==> src/rtl/mem_arbiter_if.sv <==
// Bus bundle between the core's fetch/data ports, the arbiter and the memory.
// The arbiter connects through the slave modport; the core and memory
// environment connect through the master modport.
interface mem_arbiter_if #(
  parameter int ADDR_WIDTH = 64,
  parameter int DATA_WIDTH = 64
);
  // Instruction-fetch port
  logic                  inst_req_valid;
  logic                  inst_req_ready;
  logic [ADDR_WIDTH-1:0] inst_req_addr;
  logic                  inst_flush;
  logic                  inst_resp_valid;
  logic [31:0]           inst_resp_data;

  // EX-stage data port
  logic                  data_req_valid;
  logic                  data_req_ready;
  logic [ADDR_WIDTH-1:0] data_req_addr;
  logic                  data_req_wen;
  logic [DATA_WIDTH-1:0] data_req_wdata;
  logic [7:0]            data_req_wmask;
  logic                  data_resp_valid;
  logic [DATA_WIDTH-1:0] data_resp_rdata;

  // Shared memory port
  logic                  mem_req_valid;
  logic                  mem_req_ready;
  logic [ADDR_WIDTH-1:0] mem_req_addr;
  logic                  mem_req_wen;
  logic [DATA_WIDTH-1:0] mem_req_wdata;
  logic [7:0]            mem_req_wmask;
  logic                  mem_resp_valid;
  logic [DATA_WIDTH-1:0] mem_resp_rdata;

  modport slave (
    input  inst_req_valid, inst_req_addr, inst_flush,
    input  data_req_valid, data_req_addr, data_req_wen, data_req_wdata, data_req_wmask,
    input  mem_req_ready, mem_resp_valid, mem_resp_rdata,
    output inst_req_ready, inst_resp_valid, inst_resp_data,
    output data_req_ready, data_resp_valid, data_resp_rdata,
    output mem_req_valid, mem_req_addr, mem_req_wen, mem_req_wdata, mem_req_wmask
  );

  modport master (
    output inst_req_valid, inst_req_addr, inst_flush,
    output data_req_valid, data_req_addr, data_req_wen, data_req_wdata, data_req_wmask,
    output mem_req_ready, mem_resp_valid, mem_resp_rdata,
    input  inst_req_ready, inst_resp_valid, inst_resp_data,
    input  data_req_ready, data_resp_valid, data_resp_rdata,
    input  mem_req_valid, mem_req_addr, mem_req_wen, mem_req_wdata, mem_req_wmask
  );
endinterface

==> src/rtl/mem_arbiter.sv <==
// Single-ported memory arbiter shared by instruction fetch and the EX-stage
// data port. Data has fixed priority over fetch, except that once a waiting
// fetch has been passed over STARVE_LIMIT times in a row it is granted next.
// One transaction is outstanding at a time: IDLE -> REQ -> RESP -> IDLE.
// A flush during an owned fetch lets the memory handshake finish but hides
// the response from the fetch stage. DATA_WIDTH must be 64 and STARVE_LIMIT
// must lie in 1..15 (the starvation counter is four bits wide).
module mem_arbiter #(
  parameter int ADDR_WIDTH   = 64,
  parameter int DATA_WIDTH   = 64,
  parameter int STARVE_LIMIT = 4
) (
  input  logic          clk,
  input  logic          rst,
  mem_arbiter_if.slave  bus
);

  typedef enum logic [1:0] {
    S_IDLE = 2'd0,
    S_REQ  = 2'd1,
    S_RESP = 2'd2
  } state_t;

  typedef enum logic [1:0] {
    OWN_NONE = 2'd0,
    OWN_INST = 2'd1,
    OWN_DATA = 2'd2
  } owner_t;

  localparam logic [3:0] LIMIT = 4'(STARVE_LIMIT);

  state_t     r_state,  w_state_nxt;
  owner_t     r_owner,  w_owner_nxt;
  logic [3:0] r_starve, w_starve_nxt;
  logic       r_drop,   w_drop_nxt;
  logic       r_addr2,  w_addr2_nxt;

  logic                  w_grant_data;
  logic                  w_grant_inst;
  logic                  w_fetch_blocked;
  logic [3:0]            w_starve_inc;

  logic                  w_mem_req_valid;
  logic [ADDR_WIDTH-1:0] w_mem_req_addr;
  logic                  w_mem_req_wen;
  logic [DATA_WIDTH-1:0] w_mem_req_wdata;
  logic [7:0]            w_mem_req_wmask;
  logic                  w_inst_req_ready;
  logic                  w_data_req_ready;
  logic                  w_inst_resp_valid;
  logic                  w_data_resp_valid;

  // A waiting fetch that has hit the starvation limit blocks the data port;
  // a fetch is never granted while a flush is asserted.
  assign w_fetch_blocked = bus.inst_req_valid && (r_starve == LIMIT);
  assign w_grant_data    = bus.data_req_valid && !w_fetch_blocked;
  assign w_grant_inst    = !w_grant_data && bus.inst_req_valid && !bus.inst_flush;
  assign w_starve_inc    = (r_starve == LIMIT) ? LIMIT : (r_starve + 4'd1);

  // State, owner and bookkeeping registers; reset abandons any transaction.
  always_ff @(posedge clk) begin
    if (rst) begin
      r_state  <= S_IDLE;
      r_owner  <= OWN_NONE;
      r_starve <= 4'd0;
      r_drop   <= 1'b0;
      r_addr2  <= 1'b0;
    end else begin
      r_state  <= w_state_nxt;
      r_owner  <= w_owner_nxt;
      r_starve <= w_starve_nxt;
      r_drop   <= w_drop_nxt;
      r_addr2  <= w_addr2_nxt;
    end
  end

  // Next-state decision and combinational handshake routing.
  always_comb begin
    w_state_nxt       = r_state;
    w_owner_nxt       = r_owner;
    w_starve_nxt      = r_starve;
    w_drop_nxt        = r_drop;
    w_addr2_nxt       = r_addr2;
    w_mem_req_valid   = 1'b0;
    w_mem_req_addr    = '0;
    w_mem_req_wen     = 1'b0;
    w_mem_req_wdata   = '0;
    w_mem_req_wmask   = 8'h00;
    w_inst_req_ready  = 1'b0;
    w_data_req_ready  = 1'b0;
    w_inst_resp_valid = 1'b0;
    w_data_resp_valid = 1'b0;

    case (r_state)
      S_IDLE: begin
        if (w_grant_data) begin
          w_state_nxt  = S_REQ;
          w_owner_nxt  = OWN_DATA;
          w_addr2_nxt  = bus.data_req_addr[2];
          w_drop_nxt   = 1'b0;
          // Only grants that pass over a waiting fetch count toward starvation.
          w_starve_nxt = bus.inst_req_valid ? w_starve_inc : 4'd0;
        end else if (w_grant_inst) begin
          w_state_nxt  = S_REQ;
          w_owner_nxt  = OWN_INST;
          w_addr2_nxt  = bus.inst_req_addr[2];
          w_drop_nxt   = 1'b0;
          w_starve_nxt = 4'd0;
        end else if (!bus.inst_req_valid) begin
          w_starve_nxt = 4'd0;
        end
      end

      S_REQ: begin
        // Grant is locked here until memory accepts.
        w_mem_req_valid = 1'b1;
        if (r_owner == OWN_DATA) begin
          w_mem_req_addr   = bus.data_req_addr;
          w_mem_req_wen    = bus.data_req_wen;
          w_mem_req_wdata  = bus.data_req_wdata;
          w_mem_req_wmask  = bus.data_req_wmask;
          w_data_req_ready = bus.mem_req_ready;
        end else begin
          w_mem_req_addr   = bus.inst_req_addr;
          w_inst_req_ready = bus.mem_req_ready;
          if (bus.inst_flush) begin
            w_drop_nxt = 1'b1;
          end
        end
        if (bus.mem_req_ready) begin
          w_state_nxt = S_RESP;
        end
      end

      S_RESP: begin
        if (bus.mem_resp_valid) begin
          w_state_nxt = S_IDLE;
          w_owner_nxt = OWN_NONE;
          w_drop_nxt  = 1'b0;
          if (r_owner == OWN_DATA) begin
            w_data_resp_valid = 1'b1;
          end else begin
            // A flush landing on the response cycle also discards it.
            w_inst_resp_valid = !r_drop && !bus.inst_flush;
          end
        end else if ((r_owner == OWN_INST) && bus.inst_flush) begin
          w_drop_nxt = 1'b1;
        end
      end

      default: begin
        w_state_nxt = S_IDLE;
        w_owner_nxt = OWN_NONE;
      end
    endcase
  end

  assign bus.mem_req_valid   = w_mem_req_valid;
  assign bus.mem_req_addr    = w_mem_req_addr;
  assign bus.mem_req_wen     = w_mem_req_wen;
  assign bus.mem_req_wdata   = w_mem_req_wdata;
  assign bus.mem_req_wmask   = w_mem_req_wmask;
  assign bus.inst_req_ready  = w_inst_req_ready;
  assign bus.data_req_ready  = w_data_req_ready;
  assign bus.inst_resp_valid = w_inst_resp_valid;
  assign bus.data_resp_valid = w_data_resp_valid;
  assign bus.data_resp_rdata = bus.mem_resp_rdata;
  assign bus.inst_resp_data  = r_addr2 ? bus.mem_resp_rdata[63:32] : bus.mem_resp_rdata[31:0];

endmodule

==> src/flat_wrapper.sv <==
// flat-port wrapper written by rule: the top's interface ports become plain ports
module mem_arbiter_flat 
#(
  parameter int ADDR_WIDTH   = 64,
  parameter int DATA_WIDTH   = 64,
  parameter int STARVE_LIMIT = 4
)
  (clk, rst, bus_inst_req_valid, bus_inst_req_addr, bus_inst_flush, bus_data_req_valid, bus_data_req_addr, bus_data_req_wen, bus_data_req_wdata, bus_data_req_wmask, bus_mem_req_ready, bus_mem_resp_valid, bus_mem_resp_rdata, bus_inst_req_ready, bus_inst_resp_valid, bus_inst_resp_data, bus_data_req_ready, bus_data_resp_valid, bus_data_resp_rdata, bus_mem_req_valid, bus_mem_req_addr, bus_mem_req_wen, bus_mem_req_wdata, bus_mem_req_wmask);
  mem_arbiter_if #(.ADDR_WIDTH(ADDR_WIDTH), .DATA_WIDTH(DATA_WIDTH)) bus_i ();
  input  logic clk;
  input  logic rst;
  input wire logic [$bits(bus_i.inst_req_valid)-1:0] bus_inst_req_valid;
  input wire logic [$bits(bus_i.inst_req_addr)-1:0] bus_inst_req_addr;
  input wire logic [$bits(bus_i.inst_flush)-1:0] bus_inst_flush;
  input wire logic [$bits(bus_i.data_req_valid)-1:0] bus_data_req_valid;
  input wire logic [$bits(bus_i.data_req_addr)-1:0] bus_data_req_addr;
  input wire logic [$bits(bus_i.data_req_wen)-1:0] bus_data_req_wen;
  input wire logic [$bits(bus_i.data_req_wdata)-1:0] bus_data_req_wdata;
  input wire logic [$bits(bus_i.data_req_wmask)-1:0] bus_data_req_wmask;
  input wire logic [$bits(bus_i.mem_req_ready)-1:0] bus_mem_req_ready;
  input wire logic [$bits(bus_i.mem_resp_valid)-1:0] bus_mem_resp_valid;
  input wire logic [$bits(bus_i.mem_resp_rdata)-1:0] bus_mem_resp_rdata;
  output wire logic [$bits(bus_i.inst_req_ready)-1:0] bus_inst_req_ready;
  output wire logic [$bits(bus_i.inst_resp_valid)-1:0] bus_inst_resp_valid;
  output wire logic [$bits(bus_i.inst_resp_data)-1:0] bus_inst_resp_data;
  output wire logic [$bits(bus_i.data_req_ready)-1:0] bus_data_req_ready;
  output wire logic [$bits(bus_i.data_resp_valid)-1:0] bus_data_resp_valid;
  output wire logic [$bits(bus_i.data_resp_rdata)-1:0] bus_data_resp_rdata;
  output wire logic [$bits(bus_i.mem_req_valid)-1:0] bus_mem_req_valid;
  output wire logic [$bits(bus_i.mem_req_addr)-1:0] bus_mem_req_addr;
  output wire logic [$bits(bus_i.mem_req_wen)-1:0] bus_mem_req_wen;
  output wire logic [$bits(bus_i.mem_req_wdata)-1:0] bus_mem_req_wdata;
  output wire logic [$bits(bus_i.mem_req_wmask)-1:0] bus_mem_req_wmask;
  assign bus_i.inst_req_valid = bus_inst_req_valid;
  assign bus_i.inst_req_addr = bus_inst_req_addr;
  assign bus_i.inst_flush = bus_inst_flush;
  assign bus_i.data_req_valid = bus_data_req_valid;
  assign bus_i.data_req_addr = bus_data_req_addr;
  assign bus_i.data_req_wen = bus_data_req_wen;
  assign bus_i.data_req_wdata = bus_data_req_wdata;
  assign bus_i.data_req_wmask = bus_data_req_wmask;
  assign bus_i.mem_req_ready = bus_mem_req_ready;
  assign bus_i.mem_resp_valid = bus_mem_resp_valid;
  assign bus_i.mem_resp_rdata = bus_mem_resp_rdata;
  assign bus_inst_req_ready = bus_i.inst_req_ready;
  assign bus_inst_resp_valid = bus_i.inst_resp_valid;
  assign bus_inst_resp_data = bus_i.inst_resp_data;
  assign bus_data_req_ready = bus_i.data_req_ready;
  assign bus_data_resp_valid = bus_i.data_resp_valid;
  assign bus_data_resp_rdata = bus_i.data_resp_rdata;
  assign bus_mem_req_valid = bus_i.mem_req_valid;
  assign bus_mem_req_addr = bus_i.mem_req_addr;
  assign bus_mem_req_wen = bus_i.mem_req_wen;
  assign bus_mem_req_wdata = bus_i.mem_req_wdata;
  assign bus_mem_req_wmask = bus_i.mem_req_wmask;
  mem_arbiter #(.ADDR_WIDTH(ADDR_WIDTH), .DATA_WIDTH(DATA_WIDTH), .STARVE_LIMIT(STARVE_LIMIT)) u_core (.clk(clk), .rst(rst), .bus(bus_i));
endmodule
==> config.mk <==
export PLATFORM = sky130hd
export DESIGN_NAME = mem_arbiter_flat
export DESIGN_NICKNAME = d
export VERILOG_FILES = /design/src/rtl/mem_arbiter_if.sv /design/src/rtl/mem_arbiter.sv /design/src/flat_wrapper.sv
export SDC_FILE = /design/constraint.sdc
export NUM_CORES = 1
export LEC_CHECK = 0
export CAP_MARGIN = 20
export CORE_AREA = 4 4 199 201
export DETAILED_ROUTE_END_ITERATION = 10
export DIE_AREA = 0 0 203 205
export SYNTH_ARGS = -nofsm -noshare
export SYNTH_HDL_FRONTEND = slang
export SYNTH_SLANG_ARGS = --single-unit
==> constraint.sdc <==
create_clock -name clk -period 4.5 [get_ports clk]
set_input_delay 0.45 -clock clk [delete_from_list [all_inputs] [get_ports clk]]
set_output_delay 0.45 -clock clk [all_outputs]
set_load 0.1 [all_outputs]
==> results of run 1 <==
Yosys cell counts, drive strengths merged:
cell | instances | share of area [%]
or3b | 1 | 0.33
nor3 | 1 | 0.19
nand3b | 1 | 0.28
ha | 6 | 2.8
xor2 | 1 | 0.33
clkbuf | 10 | 1.4
a221oi | 1 | 0.33
a21oi | 6 | 1.1
and2 | 77 | 18
a311oi | 3 | 1.2
nand4 | 1 | 0.23
a22o | 64 | 21
nand2b | 5 | 1.7
nor2 | 7 | 0.98
o21ba | 1 | 0.37
mux2 | 32 | 13
nor4b | 1 | 0.33
a211oi | 1 | 0.28
maj3 | 1 | 0.42
a31oi | 1 | 0.23
a22oi | 1 | 0.28
dfxtp | 10 | 7.5
and3 | 3 | 0.70
inv | 8 | 1.1
buf | 83 | 22
o21ai | 3 | 1.1
nand2 | 7 | 0.98
nand3 | 3 | 0.56
mux2i | 2 | 0.75
per-stage QoR:
stage | worst slack [ns] | hold slack [ns]
3_3_place_gp | 1.32 | 0.470
4_1_cts | 0.995 | 0.479
2_1_floorplan | 0.280 | 0.450
5_1_grt | 0.842 | 0.526
3_5_place_dp | 1.26 | 0.468
6_report | 1.03 | 0.484
registers in the layout (all words and copies together) (netlist names):
signal	count
u_core.r_addr2	1
u_core.r_state	2
u_core.r_owner	2
u_core.r_starve	4
u_core.r_drop	1
worst max-delay path: cells and delay by family, from the launching register on:
family	cells	cell delay [ns]
buf+inv	4	1.69
simple gates	2	0.50
flops	1	0.33
fa+ha+maj	1	0.23
logic make-up after synthesis:
family | synth area share [%]
mux | 14.2
flops | 7.49
compound gates | 25.9
xor+xnor | 0.328
buf+inv | 24.3
simple gates | 24.5
fa+ha+maj | 3.23
layer usage:
layer	part of all wire, %	vias to the layer above	GRT usage [%]
met5	0.62	-	1.19
met2	48	337	18.4
met1	35	1879	10.8
met3	14	37	6.02
li1	-	2003	-
met4	2.4	16	2.38
final timing paths:
kind	cells after the start	slack [ns]	endpoint	startpoint
min	2	0.48	u_core.r_drop	u_core.r_drop
max	7	1.03	bus_mem_req_wdata[55]	u_core.r_state[1]
min reg2reg	2	0.48	u_core.r_drop	u_core.r_drop
max reg2reg	7	2.89	u_core.r_drop	u_core.r_state[0]
layout make-up:
cell class | instances | area [um2] | area share (%)
diodes | 7 | 17.5 | 0.231
clock buffers | 3 | 75.1 | 0.990
inverters | 8 | 30.0 | 0.396
multi-input cells | 230 | 1830 | 24.1
flip-flops and latches | 10 | 200 | 2.64
well taps | 511 | 639 | 8.43
repair buffers | 514 | 4790 | 63.2
power by group:
part	leakage, uW	switching [uW]	internal (uW)
Clock	0.0000370	39.9	115
Combinational	0.00301	1530	566
Sequential	0.0000818	7.16	97.5
cell usage in the layout, fill, tap and decap left out, types with 2 or more instances in the layout:
cell type,netlist,final
clkdlybuf4s50_1,0,362
buf_4,64,150
and2_1,76,75
a22o_1,64,64
mux2_2,32,32
dfxtp_1,10,10
inv_1,8,8
diode_2,0,7
nand2_1,7,7
nor2_1,7,6
a21oi_1,6,6
ha_1,6,6
and3_1,3,3
nand2b_1,3,3
nand3_1,3,3
clkbuf_16,0,3
nand2b_4,2,2
mux2i_1,2,2
a311oi_1,2,2
buf_12,0,2
==> flow_summary.toml, run 1 <==
[route]
drc = 0
post_drt_via_cell_ratio = 3.33
drt_iter0_drc = 190
avgRoutedWirePerCell_um = 19.0
vias = 4272
dr.pass1.iters = 4
routed_wl_mm = 24.4
ant_nets = 0

[synth]
syn_avg_cell_area_um2 = 7.83
synth_area_um2 = 2670
yosysSeqAreaShare_pct = 7.49
synthDistinctLibCells = 36
ys_ff_latch = 10
yosysWarnings = 0
syn_inst = 341
synth_fp_nets = 619

[timing]
drv_slew = 0
tns_ns = 0
period_minus_slack_ns = 3.47
finClkSkew_ns = 0.00370
tightestPinTransition_ns = 1.04
hold_viol_final = 0
max_freq_mhz = 288
finalSetupViolCount = 0
maxSlewHeadroom_pct = 30.6
rsz0062_at_grt = "no"
final.period_utilization_pct = 77.0

[setup_path]
worst_setup_path_start_kind = "flop"
crit_slowest_cell = "clkdlybuf4s50_1"
worst-path-max-fanout = 33
end_kind = "primary output"
crit_arrival_ns = 3.02
crit_chain = "inv_1, ha_1, inv_1, nor2_4, buf_4, and2_1, clkdlybuf4s50_1"
cpMostUsedCell = "inv_1"
worstSetupPathType = "reg2out"
max_stage_delay_ns = 1.13
critPathRequiredTime_ns = 4.05

[status]
status = "complete, no violations"

[global_route]
grt_first_pass_wirelength_mm = 31.9
grt_pass1_vias = 4390
grt_max_degree = 95
grt.total_usage_pct = 10.5
gr-total-overflow = 0
antenna_found_initial = 13

[layout]
final_cell_area_um2 = 7580
fillerInstances = 4260
final_nets = 1045
final_util_pct = 20.2
final_cells = 1283
areaGrowthSynthToFinish_pct = 184
drive_gt1_share_pct = 25.8

[die]
die-area_um2 = 41600
core_area_um2 = 37600
die_y_um = 205
die_w_um = 203
rows = 71
initial_core_util_pct = 7.11
ios = 510

[clocking]
h-tree-depth = 1
cts.clk_slew.worst_paths_ns = 0.04
ctsResizeCount = 0
clock_sinks = 10
cts_inserted_buffers = 3
cts_setup_buffers = 0
ctsHoldBuffers = 0
clk_latency_ns = 0.24
tritoncts = "done"
clockBufferDepth = 2
cts-root-buf = "clkbuf_16"

[placed_design]
portBuffers = 509
postPlaceCellArea_um2 = 7470
placed_cells = 1272
dp_hpwl_mm = 22.5
gp_congestion = 0.865

[job]
cap_violations = 0

[power]
power_uw = 2360
total_leakage_power_uw = 0.00313
peakVddDrop_uv = 174
powerDensity_nw_per_um2 = 311

[hold_path]
hold_class = "reg2reg"
No activity file was read; power rests on OpenSTA's default activity.
==> run 2: changes to the inputs <==
Settings changed: CORE_AREA 4 4 199 201 to 4 4 195 197, DIE_AREA 0 0 203 205 to 0 0 199 201.
Clock period 4.5 ns to 2.96 ns, I/O delays scaled along.
==> run 2 against run 1 <==
Die area fell by 3.9%; critical path depth fell by 1; combinational power rose by 78%; cell area increased by 24%; total power rose by 77%.
==> flow_summary.toml, run 2 (synthesis gave the netlist of run 1 again) <==
[setup_path]
critPathRequiredTime_ns = 2.66
max_stage_delay_ns = 0.41
ff2ff_path_depth = 7
crit_slowest_cell = "and2_2"
crit_chain = "inv_1, ha_2, and2_2, buf_4, a22o_1, buf_12"
end_kind = "primary output"
worstSetupPathType = "reg2out"
worst_setup_path_start_kind = "flop"
crit_arrival_ns = 2.23
worst-path-max-fanout = 26

[global_route]
grt_pass1_vias = 4474
grt_max_degree = 139
gr-total-overflow = 0
busiest_layer = "met2"
use_met3_pct = 3.39
grt_first_pass_wirelength_mm = 32.8
antenna_found_initial = 6
grt.met2_usage_pct = 20.8
grt.total_usage_pct = 11.1
met1_usage_pct = 12.9

[hold_path]
hold_class = "reg2reg"
holdPathStages = 2

[route]
ant_nets = 0
drc = 0
avgRoutedWirePerCell_um = 19.6
vias = 4251
routed_wl_mm = 24.2
drt_iter0_drc = 128
post_drt_via_cell_ratio = 3.45
dr.pass1.iters = 4

[placed_design]
postPlaceCellArea_um2 = 9320
portBuffers = 509
dp_hpwl_mm = 22.5
gp_congestion = 0.857

[die]
core_area_um2 = 36300
rows = 70
die-area_um2 = 40000
ios = 510
die_w_um = 199
die_y_um = 201
initial_core_util_pct = 7.37

[clocking]
clockBufferDepth = 2
cts_inserted_buffers = 3
ctsResizeCount = 0
cts.clk_slew.worst_paths_ns = 0.04
tritoncts = "done"
cts-root-buf = "clkbuf_16"
clk_latency_ns = 0.24
h-tree-depth = 1
clock_sinks = 10
ctsHoldBuffers = 0
cts_setup_buffers = 0

[timing]
drv_slew = 0
max_freq_mhz = 397
rsz0062_at_grt = "no"
tightestPinTransition_ns = 0.600
finalSetupViolCount = 0
final.period_utilization_pct = 85.2
maxSlewHeadroom_pct = 60.0
finClkSkew_ns = 0.00153
period_minus_slack_ns = 2.52
hold_viol_final = 0
tns_ns = 0

[layout]
final_common_cell = "clkdlybuf4s50_1"
reg.largest.list = "u_core.r_starve: 4 flops, u_core.r_owner: 2 flops, u_core.r_state: 2 flops"
drive_gt1_share_pct = 37.9
largest_register_ffs = 4
regMostFlops = "u_core.r_starve"
areaGrowthSynthToFinish_pct = 252
diodes = 0
layout_common_cells = "271 x clkdlybuf4s50_1, 171 x buf_12, 75 x and2_1"
fillerInstances = 3829
final_nets = 1044
final_cell_area_um2 = 9410

[power]
peakVddDrop_uv = 179
total_leakage_power_uw = 0.00376
powerDensity_nw_per_um2 = 443

[job]
cap_violations = 0

[status]
status = "complete, no violations"
[run 2: cell type report]
cell class | instances | area, um2 | area share, %
repair buffers | 513 | 6670 | 70.8
multi-input cells | 230 | 1840 | 19.5
inverters | 8 | 30.0 | 0.319
well taps | 468 | 586 | 6.22
clock buffers | 4 | 88.8 | 0.944
flip-flops and latches | 10 | 200 | 2.13
[run 2: critical path, delay by kind of cell (launching register included)]
kind,cells,cell delay (ns)
fa+ha+maj,1,0.22
buf+inv,3,0.69
compound gates,1,0.31
simple gates,1,0.41
flops,1,0.32
[run 2: worst paths after layout]
check | from | slack [ns] | end
setup / recovery | u_core.r_state[1] | 0.44 | bus_mem_req_addr[33]
hold / removal | u_core.r_starve[3] | 0.49 | u_core.r_starve[3]
setup reg to reg | u_core.r_state[0] | 1.30 | u_core.r_drop
hold reg to reg | u_core.r_starve[3] | 0.49 | u_core.r_starve[3]
[run 2: through the flow]
stage / worst slack, ns / instances / utilization, % / hold slack, ns / total power [uW]
after detailed placement: 0.614 / 1229 / 25.7 / 0.488 / 3930
after global routing: 0.270 / 1233 / 26.0 / 0.514 / 4280
after CTS: 0.348 / 1233 / 26.0 / 0.495 / 4210
after global placement: 0.567 / 1229 / 25.7 / 0.471 / 3930
after floorplan: 0.277 / 341 / - / 0.458 / 2460
final: 0.438 / 1233 / 26.0 / 0.490 / 4170
[run 2: power by group]
part | switching, uW | internal (uW)
Combinational | 2420 | 1320
Clock | 70.8 | 204
Sequential | 11.3 | 148
[run 2: metal layers]
metal	wire (um)	vias to the layer above
met4	146	12
met2	12400	285
met1	9200	1948
met5	80	-
met3	2370	20
li1	-	1986
==> run 3: changes to the inputs <==
Settings changed: REMOVE_ABC_BUFFERS from default to 1.
==> run 3 against run 2 <==
Sequential power hardly changed; critical path depth increased by 2; combinational power about the same; cell count up 0.73%.
==> flow_summary.toml, run 3 (synthesis gave the netlist of run 1 again) <==
[timing]
hold_ws_ns = 0.479
finalSetupViolCount = 0
tns_ns = 0
rsz0062_at_grt = "no"
max_freq_mhz = 416
drv_slew = 0
period_minus_slack_ns = 2.40
worst_slack_ns = 0.556
tightestPinTransition_ns = 0.477
finClkSkew_ns = 0.000626
final.period_utilization_pct = 81.2
hold_viol_final = 0
maxSlewHeadroom_pct = 68.2

[setup_path]
worst-path-max-fanout = 57
worstSetupPathType = "reg2out"
worst_setup_path_start_kind = "flop"
regToRegStartpoint = "u_core.r_state[0]"
end_kind = "primary output"
crit_arrival_ns = 2.11
crit_path_start = "u_core.r_state[1]"
critPathRequiredTime_ns = 2.66

[placed_design]
dp_hpwl_mm = 20.6
portBuffers = 509
gp_congestion = 0.882
placed_cells = 1236
postPlaceCellArea_um2 = 9230
dp_slack_ns = 0.781

[route]
post_drt_via_cell_ratio = 3.38
drc = 0
ant_nets = 0
vias = 4198
routed_wl_mm = 22.5
avgRoutedWirePerCell_um = 18.1
dr.pass1.iters = 4
drt_iter0_drc = 120

[global_route]
grt_pass1_vias = 4388
grt.total_usage_pct = 9.99
antenna_found_initial = 5
grt_first_pass_wirelength_mm = 29.9
gr-total-overflow = 0
grt_max_degree = 61

[power]
powerDensity_nw_per_um2 = 443
total_leakage_power_uw = 0.00377
peakVddDrop_uv = 195

[layout]
fillerInstances = 3839
largest_register_ffs = 4
register_area_um2 = 200
final_cells = 1242
regMostFlops = "u_core.r_starve"
layout_common_cells = "271 x clkdlybuf4s50_1, 160 x buf_12, 89 x buf_4"
multi_input_area_um2 = 1830
drive_gt1_share_pct = 38.2
final_cell_area_um2 = 9320
reg.largest.list = "u_core.r_starve: 4 flops, u_core.r_owner: 2 flops, u_core.r_state: 2 flops"
final_nets = 1051
final_common_cell = "clkdlybuf4s50_1"
areaGrowthSynthToFinish_pct = 249

[clocking]
ctsResizeCount = 0
cts.clk_slew.worst_paths_ns = 0.04
cts_setup_buffers = 0
ctsHoldBuffers = 0
clk_latency_ns = 0.23
clockBufferDepth = 2
h-tree-depth = 1
cts_inserted_buffers = 3
clock_sinks = 10
tritoncts = "done"
cts-root-buf = "clkbuf_16"

[die]
die_w_um = 199
core_area_um2 = 36300
die_y_um = 201
ios = 510
rows = 70
initial_core_util_pct = 7.37
die-area_um2 = 40000

[hold_path]
min-delay-start = "u_core.r_drop"
hold_class = "reg2reg"

[status]
status = "complete, no violations"

[job]
cap_violations = 0
## run 3: final timing paths
kind | slack (ns) | to | depth (start not counted)
min | 0.48 | u_core.r_drop | 2
max | 0.56 | bus_mem_req_addr[46] | 8
max reg2reg | 1.34 | u_core.r_drop | 7
min reg2reg | 0.48 | u_core.r_drop | 2
## run 3: routing by layer
layer | global-route usage, % | wire length (um)
met5 | 0 | 0
met4 | 1.07 | 160
met3 | 3.00 | 2460
met2 | 19.9 | 12100
met1 | 10.5 | 7780
## run 3: power by group
group | leakage (uW) | switching (uW) | internal, uW
clock | 0.0000442 | 63.1 | 203
combinational | 0.00364 | 2390 | 1320
sequential | 0.0000818 | 10.1 | 148
## run 3: area by class of cell
type	instances	area share, %
repair buffers	520	70.6
well taps	468	6.28
flip-flops and latches	10	2.15
diodes	2	0.0537
multi-input cells	230	19.6
clock buffers	4	0.953
inverters	8	0.322
## run 3: metrics by stage
step	utilization (%)	power [uW]
finish	25.7	4130
global route	25.7	4250
CTS	25.7	4170
detailed placement	25.5	3890
global placement	25.5	3890
floorplan	-	2020
## run 3: worst max-delay path, cell delays in order (launching register included)
cell and delay [ns]:
dfxtp_1 0.32, inv_1 0.10, ha_1 0.24, inv_1 0.11, nor2_4 0.15, buf_12 0.23, buf_12 0.20, a22o_1 0.24
buf_12 0.20
